File: src/rtl/mio_arb_pkg.sv
// mio_arb_pkg: shared constants for the two-master MIO port arbiter.
//   - FSM state encodings (IDLE / ACCESS / RESP)
//   - master index constants (M_CPU = 0, M_AUX = 1)
//   - default timeout and timeout counter width
//   - helper that turns a master index into a one-hot acknowledge vector
// Optional feature macro used by the files importing this package: MIO_ARB_RR_EN
package mio_arb_pkg;

   // FSM state encodings
   localparam logic [1:0] ST_IDLE   = 2'd0;
   localparam logic [1:0] ST_ACCESS = 2'd1;
   localparam logic [1:0] ST_RESP   = 2'd2;

   // Master indices
   localparam logic M_CPU = 1'b0;
   localparam logic M_AUX = 1'b1;

   // Timeout defaults: an 8-bit counter bounds TIMEOUT to 1..255
   localparam int CNT_W           = 8;
   localparam int MIO_TIMEOUT_DEF = 255;

   // One-hot acknowledge vector {m1, m0} for the given master index
   function automatic logic [1:0] owner_onehot(input logic idx);
      logic [1:0] vec;
      if (idx == M_AUX) begin
         vec = 2'b10;
      end else begin
         vec = 2'b01;
      end
      return vec;
   endfunction

endpackage

File: src/rtl/mio_arb_pick.sv
// mio_arb_pick: combinational winner select between two MIO masters.
//   Ports:
//     req0, req1   in   request lines of master 0 (CPU) and master 1 (aux)
//     last_owner   in   last granted master (only with MIO_ARB_RR_EN)
//     grant_valid  out  at least one master requests
//     grant_idx    out  index of the winning master
//   Macro MIO_ARB_RR_EN: on a tie the master opposite to last_owner wins.
//   Without it master 0 always wins a tie and no pointer input exists.
module mio_arb_pick
   import mio_arb_pkg::*;
(
   input  logic req0,
   input  logic req1,
`ifdef MIO_ARB_RR_EN
   input  logic last_owner,
`endif
   output logic grant_valid,
   output logic grant_idx
);

   // Winner select: a single requester always wins, ties resolved by policy
   always_comb begin
      grant_valid = req0 | req1;
      grant_idx   = M_CPU;
      if (req0 && req1) begin
`ifdef MIO_ARB_RR_EN
         grant_idx = ~last_owner;
`else
         grant_idx = M_CPU;
`endif
      end else if (req1) begin
         grant_idx = M_AUX;
      end else begin
         grant_idx = M_CPU;
      end
   end

endmodule

File: src/rtl/mio_arbiter.sv
// mio_arbiter: shares one memory/IO port between the CPU (master 0) and an
// auxiliary master (master 1). One access at a time is sequenced through
// IDLE -> ACCESS -> RESP; the winner receives a one-cycle ack, read data on
// m_rdata and an error flag when memory did not answer within TIMEOUT cycles.
//   Parameters: AW address width, DW data width, TIMEOUT wait limit (1..255)
//   Ports:
//     clk, reset                      clock, synchronous active-high reset
//     mX_req/mX_we/mX_addr/mX_wdata   master request, held until its ack
//     mX_ack/mX_err                   one-cycle completion pulse and timeout flag
//     m_rdata                         read data, valid in the ack cycle
//     mem_req/mem_we/mem_addr/mem_wdata  latched request toward memory
//     mem_ready/mem_rdata             memory completion and read data
//     owner                           current / last granted master
//   Macro MIO_ARB_RR_EN: round-robin tie break (default: CPU wins ties).
//   All outputs come straight from registers.
module mio_arbiter
   import mio_arb_pkg::*;
#(
   parameter int AW      = 32,
   parameter int DW      = 32,
   parameter int TIMEOUT = MIO_TIMEOUT_DEF
)(
   input  logic          clk,
   input  logic          reset,
   input  logic          m0_req,
   input  logic          m0_we,
   input  logic [AW-1:0] m0_addr,
   input  logic [DW-1:0] m0_wdata,
   output logic          m0_ack,
   output logic          m0_err,
   input  logic          m1_req,
   input  logic          m1_we,
   input  logic [AW-1:0] m1_addr,
   input  logic [DW-1:0] m1_wdata,
   output logic          m1_ack,
   output logic          m1_err,
   output logic [DW-1:0] m_rdata,
   output logic          mem_req,
   output logic          mem_we,
   output logic [AW-1:0] mem_addr,
   output logic [DW-1:0] mem_wdata,
   input  logic          mem_ready,
   input  logic [DW-1:0] mem_rdata,
   output logic          owner
);

   localparam logic [CNT_W-1:0] TIMEOUT_CNT = CNT_W'(TIMEOUT);

   // Registered state and outputs
   logic [1:0]       state_r;
   logic [CNT_W-1:0] cnt_r;
   logic             owner_r;
   logic             mem_req_r;
   logic             mem_we_r;
   logic [AW-1:0]    mem_addr_r;
   logic [DW-1:0]    mem_wdata_r;
   logic [DW-1:0]    m_rdata_r;
   logic [1:0]       ack_r;
   logic [1:0]       err_r;

   // Next-state values
   logic [1:0]       state_nxt_s;
   logic [CNT_W-1:0] cnt_nxt_s;
   logic             owner_nxt_s;
   logic             mem_req_nxt_s;
   logic             mem_we_nxt_s;
   logic [AW-1:0]    mem_addr_nxt_s;
   logic [DW-1:0]    mem_wdata_nxt_s;
   logic [DW-1:0]    m_rdata_nxt_s;
   logic [1:0]       ack_nxt_s;
   logic [1:0]       err_nxt_s;

   // Arbitration result
   logic             grant_valid_s;
   logic             grant_idx_s;

   mio_arb_pick u_pick (
      .req0        (m0_req),
      .req1        (m1_req),
`ifdef MIO_ARB_RR_EN
      // owner_r doubles as the round-robin pointer: it changes on every grant
      .last_owner  (owner_r),
`endif
      .grant_valid (grant_valid_s),
      .grant_idx   (grant_idx_s)
   );

   // Next-state and next-output computation for the access sequencer
   always_comb begin
      state_nxt_s     = state_r;
      cnt_nxt_s       = cnt_r;
      owner_nxt_s     = owner_r;
      mem_req_nxt_s   = mem_req_r;
      mem_we_nxt_s    = mem_we_r;
      mem_addr_nxt_s  = mem_addr_r;
      mem_wdata_nxt_s = mem_wdata_r;
      m_rdata_nxt_s   = m_rdata_r;
      ack_nxt_s       = 2'b00;
      err_nxt_s       = 2'b00;

      case (state_r)
         ST_IDLE: begin
            // Master inputs are only looked at here; they are latched on grant
            if (grant_valid_s) begin
               state_nxt_s   = ST_ACCESS;
               owner_nxt_s   = grant_idx_s;
               cnt_nxt_s     = {CNT_W{1'b0}};
               mem_req_nxt_s = 1'b1;
               if (grant_idx_s == M_AUX) begin
                  mem_we_nxt_s    = m1_we;
                  mem_addr_nxt_s  = m1_addr;
                  mem_wdata_nxt_s = m1_wdata;
               end else begin
                  mem_we_nxt_s    = m0_we;
                  mem_addr_nxt_s  = m0_addr;
                  mem_wdata_nxt_s = m0_wdata;
               end
            end else begin
               state_nxt_s = ST_IDLE;
            end
         end

         ST_ACCESS: begin
            // Ready wins over timeout if both happen in the same cycle
            if (mem_ready) begin
               state_nxt_s   = ST_RESP;
               mem_req_nxt_s = 1'b0;
               m_rdata_nxt_s = mem_rdata;
               ack_nxt_s     = owner_onehot(owner_r);
               err_nxt_s     = 2'b00;
            end else if (cnt_r == TIMEOUT_CNT) begin
               state_nxt_s   = ST_RESP;
               mem_req_nxt_s = 1'b0;
               m_rdata_nxt_s = {DW{1'b0}};
               ack_nxt_s     = owner_onehot(owner_r);
               err_nxt_s     = owner_onehot(owner_r);
            end else begin
               cnt_nxt_s = cnt_r + {{(CNT_W-1){1'b0}}, 1'b1};
            end
         end

         ST_RESP: begin
            // Ack is visible this cycle; return to IDLE so the acked master
            // has a cycle to drop its request before inputs are sampled again
            state_nxt_s = ST_IDLE;
         end

         default: begin
            state_nxt_s   = ST_IDLE;
            mem_req_nxt_s = 1'b0;
         end
      endcase
   end

   // State and output registers; reset returns everything to idle values
   always_ff @(posedge clk) begin
      if (reset) begin
         state_r     <= ST_IDLE;
         cnt_r       <= {CNT_W{1'b0}};
         owner_r     <= M_CPU;
         mem_req_r   <= 1'b0;
         mem_we_r    <= 1'b0;
         mem_addr_r  <= {AW{1'b0}};
         mem_wdata_r <= {DW{1'b0}};
         m_rdata_r   <= {DW{1'b0}};
         ack_r       <= 2'b00;
         err_r       <= 2'b00;
      end else begin
         state_r     <= state_nxt_s;
         cnt_r       <= cnt_nxt_s;
         owner_r     <= owner_nxt_s;
         mem_req_r   <= mem_req_nxt_s;
         mem_we_r    <= mem_we_nxt_s;
         mem_addr_r  <= mem_addr_nxt_s;
         mem_wdata_r <= mem_wdata_nxt_s;
         m_rdata_r   <= m_rdata_nxt_s;
         ack_r       <= ack_nxt_s;
         err_r       <= err_nxt_s;
      end
   end

   assign m0_ack    = ack_r[0];
   assign m1_ack    = ack_r[1];
   assign m0_err    = err_r[0];
   assign m1_err    = err_r[1];
   assign m_rdata   = m_rdata_r;
   assign mem_req   = mem_req_r;
   assign mem_we    = mem_we_r;
   assign mem_addr  = mem_addr_r;
   assign mem_wdata = mem_wdata_r;
   assign owner     = owner_r;

endmodule

File: config.mk
export PLATFORM = sky130hd
export DESIGN_NAME = mio_arbiter
export DESIGN_NICKNAME = d
export VERILOG_FILES = /design/src/rtl/mio_arb_pkg.sv /design/src/rtl/mio_arb_pick.sv /design/src/rtl/mio_arbiter.sv
export SDC_FILE = /design/constraint.sdc
export NUM_CORES = 1
export LEC_CHECK = 0
export BUFFER_PORTS_ARGS = -buffer_cell sky130_fd_sc_hd__buf_2
export CORE_AREA = 2 2 104 106
export CTS_CLUSTER_SIZE = 14
export DETAILED_ROUTE_END_ITERATION = 8
export DIE_AREA = 0 0 106 108
export GPL_ROUTABILITY_DRIVEN = 0
export HOLD_SLACK_MARGIN = 0.1
export PLACE_DENSITY_LB_ADDON = 0.08
export SLEW_MARGIN = 40
export SYNTH_ARGS = -nofsm -noshare
export SYNTH_HDL_FRONTEND = slang
export SYNTH_SLANG_ARGS = --single-unit
File: constraint.sdc
create_clock -name clk -period 4.2 [get_ports clk]
set_input_delay 0.21 -clock clk [delete_from_list [all_inputs] [get_ports clk]]
set_output_delay 0.21 -clock clk [all_outputs]
set_load 0.005 [all_outputs]
==> impl_metrics.py <==
metrics = {
    "global_route": {
        "grt_pass1_wl_mm": 24.4,
        "antenna_found_initial": 0,
        "grt_max_degree": 73,
        "grt_pass1_vias": 5013,
        "overflow": 0,
        "grt_util_all_layers": 0.270,
    },
    "worst_setup_path": {
        "critPathBufInv": 4,
        "startpoint_type": "input port",
        "crit_type": "in -> reg",
        "cp_slowest_cell": "nand2b_4",
        "critPathCaptureType": "register",
        "crit_fanout": 43,
        "cp_data_required_time_ns": 4.54,
        "max_stage_delay_ns": 0.64,
        "crit_top_cell": "dlygate4sd3_1",
        "path_cells": "dlygate4sd3_1 -> buf_2 -> nand2b_4 -> buf_4 -> mux2i_1 -> dlygate4sd3_1 -> a211oi_1",
        "cp_top_family": "buffers and inverters",
        "cp.arrival_ns": 2.94,
    },
    "power": {
        "ir_drop_uv": 207,
        "seqPwrFrac": 0.382,
        "p_per_area_nw_per_um2": 403,
        "pwr-share-clk": 0.441,
        "p_leak_nw": 3.96,
        "internal_power_w": 0.00236,
        "p_sw_w": 0.000822,
        "switching_share": 0.259,
        "combPwrFrac": 0.177,
    },
    "die": {
        "die-area_um2": 11400,
        "core-area_um2": 10200,
        "rows": 37,
        "ios": 270,
        "initial_utilization": 0.442,
        "die_x_um": 106,
        "die_y_um": 108,
    },
    "yosys": {
        "synth-edff-count": 0,
        "synth_seq_area_share": 0.501,
        "synth_cell_types": 35,
        "synth_area_per_cell_um2": 10.0,
        "syn_area_um2": 4520,
        "ys_warn_count": 0,
        "synthArstFlopShare": 0,
        "postSynthCellCount": 450,
        "ys_ff_latch": 113,
        "ys.flop_type": "dfxtp_1",
        "synth_nets": 618,
    },
    "cts": {
        "cts.path.max_buffers": 2,
        "worstSkewPairLatency_ns": 0.50,
        "post_cts_buffers": 0,
        "cts_hold_buffers": 138,
        "clkTransAtPathRegs_ns": 0.06,
        "cts_buffers": 17,
        "cts_resized": 0,
        "cts_tree": "done",
        "root_buffer": "clkbuf_8",
        "cts_max_level": 4,
        "cts_sinks": 113,
    },
    "timing": {
        "final.period_utilization": 0.620,
        "setup_ws_ns": 1.59,
        "hold_slack_ns": 0.108,
        "slew_headroom": 0.485,
        "hold_violations": 0,
        "drv_slew": 0,
        "skew_ns": 0.0118,
        "tightestPinTransition_ns": 0.773,
        "post-route-min-period_ns": 2.61,
        "setup_viol": 0,
        "rsz0062_at_grt": "no",
        "max_clock_freq_mhz": 384,
        "tns_ns": 0,
    },
    "flow_run": {
        "maxCapViolCount": 0,
    },
    "status": {
        "status": "finished, final reports clean",
    },
    "final_layout": {
        "nFillCells": 673,
        "final_layout_size_suffix_gt1_frac": 0.364,
        "num_antenna_cells": 0,
        "area_growth_pct": 74.7,
        "fin_nets": 1011,
    },
    "route": {
        "ant_nets": 0,
        "first_pass_iters": 4,
        "post_drt_wl_per_cell_um": 15.7,
        "wirelength_mm": 15.6,
        "vias": 4972,
        "vias_per_cell": 5.01,
        "drc": 0,
        "drtIter0Drc": 221,
    },
    "worst_hold_path": {
        "hold_class": "in -> reg",
    },
    "placement": {
        "port_buffers": 269,
        "place_ws_ns": 2.10,
        "dpl.hpwl_mm": 9.62,
    },
}
[routing by layer]
layer  up-vias  routed length [um]  GRT usage
li1       2453                   -          -
met3        30                 994     0.0693
met2       212                7980      0.492
met5         -                   0          0
met4         0                 414      0.115
met1      2277                6200      0.298
[registers in the layout, summed over array words and instances, names as in the netlist]
register / flops
mem_wdata: 32
m_rdata: 32
mem_addr: 32
ack_r: 2
err_r: 2
state_r: 2
cnt_r: 8
mem_we: 1
owner: 1
mem_req: 1
[cell families (layout without fill, tap and decap cells)]
group | Yosys count | after routing | share of synthesized area
muxes | 65 | 65 | 0.144
and+or+nand+nor | 105 | 105 | 0.102
DFF | 113 | 113 | 0.501
buffers and inverters | 48 | 454 | 0.0507
adders and majority gates | 1 | 1 | 0.00277
AOI/OAI and AO/OA | 118 | 118 | 0.200
[cell usage after synthesis (2+ instances only)]
master    number  area share
buf_2         21       0.023
nor3_1         6      0.0066
o21a_1         2      0.0033
a31oi_1        4      0.0055
a211oi_1      66        0.11
nor4_1         2      0.0028
nor2_2         2      0.0028
clkbuf_1      12       0.010
or3_1          2      0.0028
dfxtp_1      113        0.50
nand2_1        3      0.0025
buf_4          4      0.0066
inv_1         10      0.0083
nor2_1        72       0.060
mux2i_1       65        0.14
nand3_1        8      0.0089
a21oi_1        3      0.0033
and3_1         3      0.0042
o21ai_0        5      0.0055
a22o_1        32       0.062
[worst paths after layout]
kind                                  from       endpoint  slack, ns  depth (start not counted)
worst max-delay path                m0_req  mem_wdata[11]       1.59                          7
worst min-delay path            m1_addr[7]    mem_addr[7]       0.11                          3
worst max register to register  state_r[0]   mem_wdata[1]       2.07                          6
worst min register to register  m_rdata[5]     m_rdata[5]       0.48                          1
[cell type report]
cell class	instances	area [um2]	share of cell area
Sequential cell	113	2260	0.287
Multi-Input combinational cell	289	2050	0.260
Clock buffer	19	442	0.0560
Timing Repair Buffer	412	2780	0.352
Tap cell	136	170	0.0216
Clock inverter	13	149	0.0189
Inverter	10	37.5	0.00476
[placed cells by master (no fill, tap or decap), types with 2 or more instances in the layout]
master,n
buf_2,269
dlygate4sd3_1,138
dfxtp_1,113
nor2_1,72
a211oi_1,66
mux2i_1,65
a22o_1,32
clkbuf_16,16
inv_1,10
nand3_1,8
nor3_1,6
o21ai_0,5
inv_6,4
buf_4,4
nand2_1,3
a21oi_1,3
and3_1,3
a31oi_1,3
clkbuf_8,3
clkinvlp_4,3
clkinv_4,3
or3_1,2
nor4_1,2
bufinv_16,2
[power by group through the flow]
| stage | clock [W] | combinational (W) | sequential [W] |
|---|---|---|---|
| floorplan | 0 | 0.000219 | 0.00124 |
| global placement | 0 | 0.000421 | 0.00123 |
| detailed placement | 0 | 0.000436 | 0.00123 |
| CTS | 0.00143 | 0.000551 | 0.00121 |
| global route | 0.00148 | 0.000615 | 0.00122 |
| finish | 0.00140 | 0.000562 | 0.00121 |
[worst register-to-register path, stage by stage, from the launching register on]
cell and delay [ns]:
dfxtp_1 0.38, nor2_1 0.21, o21a_4 0.49, buf_12 0.31
buf_4 0.34, nor2_1 0.08, a211oi_1 0.23
[per-stage QoR]
| step | instance area (um2) | util | cells | power, W |
|---|---|---|---|---|
| finish | 7890 | 0.771 | 992 | 0.00318 |
| global route | 7890 | 0.771 | 992 | 0.00332 |
| CTS | 7890 | 0.771 | 992 | 0.00319 |
| detailed placement | 5920 | 0.579 | 822 | 0.00167 |
| global placement | 5890 | 0.576 | 821 | 0.00165 |
| floorplan | 4520 | - | 450 | 0.00146 |
No activity file was read; power rests on OpenSTA's default activity.
